===== src/rtl/edge_event_recorder.sv =====
// Edge event recorder: timestamps per-cycle edge masks of N_CH synchronous inputs
// and queues them in a DEPTH-entry FIFO, counting entries lost to a full queue.
module edge_event_recorder #(
   parameter int N_CH  = 4,
   parameter int TS_W  = 16,
   parameter int DEPTH = 8
) (
   input  logic                       clk,
   input  logic                       rst,
   input  logic [N_CH-1:0]            sig_in,
   input  logic                       en,
   input  logic                       clr,
   output logic                       evt_valid,
   input  logic                       evt_ready,
   output logic [TS_W+2*N_CH-1:0]     evt_data,
   output logic [$clog2(DEPTH):0]     level,
   output logic                       overflow,
   output logic [7:0]                 drop_cnt
);

   localparam int AW = $clog2(DEPTH);
   localparam int LW = AW + 1;
   localparam int EW = TS_W + 2*N_CH;

   logic [N_CH-1:0] prev_q;
   logic [TS_W-1:0] ts_q, ts_d;
   logic [EW-1:0]   mem_q [DEPTH];
   logic [AW-1:0]   wr_ptr_q, wr_ptr_d, rd_ptr_q, rd_ptr_d;
   logic [LW-1:0]   level_q, level_d;
   logic            overflow_q, overflow_d;
   logic [7:0]      drop_cnt_q, drop_cnt_d;

   logic [N_CH-1:0] rise, fall;
   logic            has_edge, full, push, pop, drop;

   assign rise     = sig_in & ~prev_q;
   assign fall     = ~sig_in & prev_q;
   assign has_edge = |(rise | fall);
   assign full     = (level_q == LW'(DEPTH));

   // Outputs are masked during reset so they read idle before the first reset edge lands.
   assign evt_valid = ~rst && (level_q != '0);
   assign evt_data  = evt_valid ? mem_q[rd_ptr_q] : '0;
   assign level     = rst ? '0 : level_q;
   assign overflow  = rst ? 1'b0 : overflow_q;
   assign drop_cnt  = rst ? 8'd0 : drop_cnt_q;

   assign pop  = evt_valid & evt_ready;
   assign push = ~rst & en & has_edge & (~full | pop);
   assign drop = ~rst & en & has_edge & full & ~pop;

   always_comb begin
      ts_d       = ts_q + 1'b1;
      wr_ptr_d   = wr_ptr_q;
      rd_ptr_d   = rd_ptr_q;
      level_d    = level_q;
      overflow_d = overflow_q | drop;
      drop_cnt_d = drop_cnt_q;
      if (push) wr_ptr_d = wr_ptr_q + 1'b1;
      if (pop)  rd_ptr_d = rd_ptr_q + 1'b1;
      if (push && !pop)      level_d = level_q + 1'b1;
      else if (pop && !push) level_d = level_q - 1'b1;
      if (drop && drop_cnt_q != 8'hFF) drop_cnt_d = drop_cnt_q + 1'b1;
      // A drop coinciding with clr survives the clear.
      if (clr) begin
         overflow_d = drop;
         drop_cnt_d = drop ? 8'd1 : 8'd0;
      end
   end

   always_ff @(posedge clk) begin
      prev_q <= sig_in;
      if (rst) begin
         ts_q       <= '0;
         wr_ptr_q   <= '0;
         rd_ptr_q   <= '0;
         level_q    <= '0;
         overflow_q <= 1'b0;
         drop_cnt_q <= 8'd0;
      end else begin
         ts_q       <= ts_d;
         wr_ptr_q   <= wr_ptr_d;
         rd_ptr_q   <= rd_ptr_d;
         level_q    <= level_d;
         overflow_q <= overflow_d;
         drop_cnt_q <= drop_cnt_d;
      end
   end

   always_ff @(posedge clk) begin
      if (push) mem_q[wr_ptr_q] <= {ts_q, rise, fall};
   end

endmodule


===== config.mk =====
export PLATFORM = sky130hd
export DESIGN_NAME = edge_event_recorder
export DESIGN_NICKNAME = d
export VERILOG_FILES = /design/src/rtl/edge_event_recorder.sv
export SDC_FILE = /design/constraint.sdc
export NUM_CORES = 1
export LEC_CHECK = 0
export ABC_AREA = 1
export ABC_CLOCK_PERIOD_IN_PS = 3400
export BUFFER_PORTS_ARGS = -buffer_cell sky130_fd_sc_hd__buf_4
export CAP_MARGIN = 20
export CORE_UTILIZATION = 38
export CTS_CLUSTER_DIAMETER = 80
export DETAILED_ROUTE_END_ITERATION = 7
export HOLD_SLACK_MARGIN = 0.12
export MAX_ROUTING_LAYER = met4
export PLACE_DENSITY = 0.62
export SYNTH_ARGS = -nofsm -noshare
export SYNTH_HDL_FRONTEND = slang
export SYNTH_SLANG_ARGS = --single-unit
export TNS_END_PERCENT = 50

===== constraint.sdc =====
create_clock -name clk -period 3.4 [get_ports clk]
set_input_delay 0 -clock clk [delete_from_list [all_inputs] [get_ports clk]]
set_output_delay 0 -clock clk [all_outputs]
set_load 0.02 [all_outputs]

=== Word level (Yosys, flattened, before mapping) ===
Memory sizes are Yosys's and may differ from the RTL's. A register that Yosys moved wholly into a read port is not among the register bits.
Cells that the tools add are included.

* Word-level logic and storage cells: 56
* Memories kept: 1
* Bits in writable memories: 192
* Register bits after elaboration: 39
* Bits of input ports: 9
* Output and inout bits: 38

* Eq/ne operators: 2
* Bitwise operators: 16
* Mux-type cells: 14
* Add/subtract/negate cells: 6
* Reductions and logical operators: 10

{| class="wikitable"
|+ Memory list
! name !! words !! width !! rd ports !! clocked after Yosys merged registers in !! write ports !! line !! text
|-
| mem_q || 8 || 24 || 1 || 1 || 1 || 27 || <nowiki>logic [EW-1:0] mem_q [DEPTH];</nowiki>
|}

{| class="wikitable"
|+ Operators with widths
! operator !! count
|-
| $mux W24 || 1
|-
| $mux W8 || 3
|-
| $add A16 B1 Y16 const B || 1
|-
| $mux W4 || 3
|-
| $add A8 B1 Y8 const B || 1
|-
| $and A4 B4 Y4 || 2
|-
| $ne A8 B8 Y1 const B || 1
|-
| $not A4 Y4 || 2
|-
| $add A3 B1 Y3 const B || 2
|-
| $and A1 B1 Y1 || 6
|-
| $mux W3 || 2
|-
| $mux W1 || 5
|-
| $add A4 B1 Y4 const B || 1
|-
| $eq A4 B4 Y1 const B || 1
|-
| $logic_and A1 B1 Y1 || 4
|-
| $or A4 B4 Y4 || 1
|-
| $reduce_bool A2 Y1 || 2
|-
| $reduce_bool A4 Y1 || 1
|-
| $reduce_or A4 Y1 || 1
|-
| $sub A4 B1 Y4 const B || 1
|-
| $not A1 Y1 || 3
|-
| $logic_not A1 Y1 || 2
|-
| $or A1 B1 Y1 || 2
|}

=== Depth between registers and ports, before layout ===
* Depth in word-level cells: 10
* Depth in mapped cells: 17
* Mapped depth without buffers: 17

=== Worst setup path before layout ===
OpenSTA, ideal clock, no wires.

* Kind: reg-to-reg
* Start: reg prev_q[0]
* End: mem mem_q[0][0] (netlist name), enable pin
* Path buffers: 0
* Cell stages (with the launch flop): 8
* Arrival: 2.131 ns
* Clock period less this slack: 2.536 ns
* Required time: 2.995 ns
* Slack: 0.864 ns
* Path through: dfxtp_1 -> ha_1 -> nand2_1 -> o21ai_1 -> inv_1 -> nand2_2 -> or2_4 -> nor2_1

* Word-level cells in the longest chain between the ends: 8
* Elaborated cells between the ends (all ways): 9
* Those cells by class: mux (2); bitwise (6); reduce/logical (1)

{| class="wikitable"
|+ RTL lines
! element !! line !! text
|-
| start: declaration || 25 || <nowiki>logic [N_CH-1:0] prev_q;</nowiki>
|-
| start signal: assignment || 72 || <nowiki>prev_q <= sig_in;</nowiki>
|-
| $not A4 Y4 || 36 || <nowiki>assign rise = sig_in & ~prev_q;</nowiki>
|-
| $and A4 B4 Y4 || 36 ||
|-
| $or A4 B4 Y4 (*) || 38 || <nowiki>assign has_edge = |(rise | fall);</nowiki>
|-
| $reduce_or A4 Y1 (*) || 38 ||
|-
| $and A1 B1 Y1 (*) (2 in series) || 49 || <nowiki>assign push = ~rst & en & has_edge & (~full | pop);</nowiki>
|-
| $mux W1 (*) || 91 || <nowiki>if (push) mem_q[wr_ptr_q] <= {ts_q, rise, fall};</nowiki>
|-
| $mux W1 (implied by the code) (*) || 91 ||
|-
| end: declaration || 27 ||
|}

Mark *: on every way between the ends. The rest lies on a longest branch, timed or not.

==> summary.md <==
| Metric | Value |
|---|---|
| Sink Count | `234` |
| Vias in the first global route | `6305` |
| R2R depth | `9` |
| # H-tree levels | `1` |
| Largest net degree at the start of global routing | `just over 70` |
| Sequential fraction of the synthesis area | `68.1%` |
| Root Driver | `clkbuf_16` |
| Synthesized cell area | `9710 sq um` |
| Layout net count | `roughly 950` |
| Tmin final | `2.82 ns` |
| Setup Skew | `slightly below 0.03 ns` |
| Number of setup buffers added after CTS | `0` |
| Hold crit path type | `input port to flop` |
| # setup viols final | `0` |
| Initial Util | `38.7%` |
| I/O pin total | `47` |
| Startpoint Class | `flop` |
| Min-Delay Startpoint | `sig_in[1]` |
| Share of the core filled with cells | `44.9%` |
| Row cnt | `58` |
| Status | `completed` |
| Max Cap Viol | `0` |
| VDD IR max | `0.323 mV` |
| DRC viols | `0` |
| Count of cell types in the netlist | `32` |
| Clk_lat worst skew | `~0.53 ns` |
| Worst Setup EP | `evt_data[10]` |
| R2r setup slk | `0.87 ns` |
| Synth-to-layout area growth | `16.2%` |
| Initial antenna violation count | `0` |
| Worst-path cell chain | `buf_4 > nor2_1 > nor2_1 > o21ai_0 > o21ai_1 > o21ai_0 > nor2_1 > buf_4` |
| DR pass1 iterations | `5` |
| HPWL after detailed placement | `12.5 mm` |
| Share of layout cells above drive strength 1 | `12.9%` |
| Die X-Extent | `162 um` |
| Max stage delay cell, worst path | `buf_4` |
| Most frequent CP cell | `nor2_1` |
| IO Port Bufs | `46` |
| Clock slew at reported path FFs | `0.06 ns` |
| Pwr dens | `605 nW/um^2` |
| Post-Syn Instances | `871` |
| Most common cell after layout, fill and taps aside | `nor2_1` |
| Gp weighted congestion | `0.825` |
| Crit-path max FO | `70` |
| Synth warn | `0` |
| Filler instances | `2351` |
| Num CTS Buffers | `24` |
| Final period util | `83.1%` |
| First-pass GRT wire length | `34.5 mm` |
| CP peak stage delay | `0.69 ns` |
| Max-slew headroom | `approximately two fifths` |
| Data arrival time of the worst path | `2.82 ns` |
| Tot GR Track Use | `17.3%` |
| RSZ-0062 raised after global routing | `false` |
| Setup TNS | `0 ns` |
| Crit path kind | `flop to primary output` |
| Static leakage | `slightly above 4 nW` |
| ANT nets after route | `0` |
| Mean Syn Cell Area | `approximately 11 sq um` |
| Avg WL per Cell | `16.7 um` |
| Most frequent cells in the layout | `236 x nor2_1, 192 x edfxtp_1, 117 x o21ai_0` |
| Reg-to-Reg Start | `drop_cnt_q[1]$_SDFFE_PP0P_` |
| CTS tree | `done` |
| Post-Route WL | `21.3 mm` |
| Initial DRC count | `476` |
| Syn nets | `around 900` |
| Die Area | `26200 sq um` |
| Hold violation total from the final report | `0` |
| Clock tree buffer depth | `3` |
| GRT overflow | `0` |
| Core Area | `25100 sq um` |
| Slew Limit Fails | `0` |
| Reg-to-Reg End | `drop_cnt_q[0]$_SDFFE_PP0P_` |
| Worst Path Required | `3.40 ns` |
| Drt via density | `5.03` |
| Diodes inserted | `0` |
| Slew @ Worst Pin | `between 0.8 and 0.9 ns` |
| Element type at the critical path end | `primary output` |
| Routed vias | `6412` |
| Synth Register Bits | `234` |
| Design Power | `about 6.8 mW` |
| Fmax | `354 MHz` |
| Die height | `~160 um` |
[metrics by stage]
step	setup slack (ns)	area (sq um)	hold WS, ns	instances
floorplan	0.864	9710	0.0277	871
global placement	0.956	10400	0.125	1220
detailed placement	0.920	10400	0.128	1220
CTS	0.527	11300	0.123	1275
global route	0.350	11300	0.154	1275
finish	0.575	11300	0.150	1275
[power breakdown]
group | switching (mW) | internal [mW] | leakage, nW
registers | 0.0547 | 3.15 | 2.11
logic | 0.670 | 0.348 | 1.53
clock network | 1.05 | 1.55 | 0.386
[cell usage after synthesis]
cell | n | share of area (%)
nand3_2 | 1 | 0.10
nor2_2 | 1 | 0.064
o21ai_0 | 117 | 6.0
or2_4 | 1 | 0.090
a21oi_1 | 24 | 1.2
o21ai_1 | 19 | 0.98
o32ai_1 | 24 | 2.2
nor2_1 | 244 | 9.4
and3_1 | 1 | 0.064
xnor2_1 | 2 | 0.18
nand3_4 | 1 | 0.18
nand4_1 | 4 | 0.26
nand2_1 | 49 | 1.9
dfxtp_1 | 42 | 8.7
inv_2 | 4 | 0.15
a31oi_1 | 1 | 0.064
buf_4 | 1 | 0.077
ha_1 | 15 | 1.9
fa_1 | 1 | 0.21
clkbuf_1 | 20 | 0.77
a21oi_2 | 1 | 0.090
edfxtp_1 | 192 | 59
nand2_2 | 4 | 0.26
nor3_2 | 2 | 0.21
buf_2 | 12 | 0.62
buf_6 | 10 | 1.2
inv_1 | 47 | 1.8
nor2_4 | 1 | 0.12
nand3_1 | 18 | 0.93
xor2_1 | 5 | 0.45
nor3_1 | 5 | 0.26
o21a_1 | 2 | 0.15
[sequential cells by signal, summed over array words and instances, names as in the netlist, named ones only]
signal	flops
ts_q	16
wr_ptr_q	3
mem_q	192
level_q	4
overflow_q	1
drop_cnt_q	8
prev_q	4
rd_ptr_q	3
[final cells by class]
class / count / area [sq um] / share of cell area, %
clock inverter: 8 / 104 / 0.921
tap: 330 / 413 / 3.66
timing repair buffer: 73 / 601 / 5.32
sequential: 234 / 6610 / 58.6
clock buffer: 36 / 687 / 6.09
multi-input combinational: 543 / 2680 / 23.7
inverter: 51 / 191 / 1.70
[worst min path at each step]
stage,slack [ns],cells after the start,end
2_1_floorplan,0.03,0,prev_q[0]$_DFF_P_
3_3_place_gp,0.12,1,prev_q[2]$_DFF_P_
3_5_place_dp,0.13,1,prev_q[3]$_DFF_P_
4_1_cts,0.12,2,prev_q[2]$_DFF_P_
5_1_grt,0.15,2,prev_q[1]$_DFF_P_
6_report,0.15,2,prev_q[1]$_DFF_P_
[layer usage]
metal	share of wire (%)	track usage, %	up-vias
met2	47	27.8	133
met4	1.4	3.95	0
met1	46	23.2	3105
li1	-	-	3149
met5	0	-	-
met3	5.0	2.45	25
[cell families (layout without fill, tap and decap cells)]
family	after synthesis	in the layout	synth area share [%]
and+or+nand+nor	332	332	13.9
buffers and inverters	94	168	4.60
xor gates and xnor gates	7	7	0.632
AOI/OAI and AO/OA	188	188	10.7
adders and majority gates	16	16	2.14
DFF	234	234	68.1
[timing repair]
item | 4_1_cts | 5_1_grt
endpoints found under the hold margin | 70 | 0
gates resized for setup | 0 | 0
hold buffers | 11 | 0
[critical path, delay by kind of cell (launching register included)]
family / cells / cell delay, ns
buf+inv: 2 / 0.85
flops: 1 / 0.63
simple gates: 3 / 0.42
compound gates: 3 / 0.38
(Power assumes the default switching activity.)
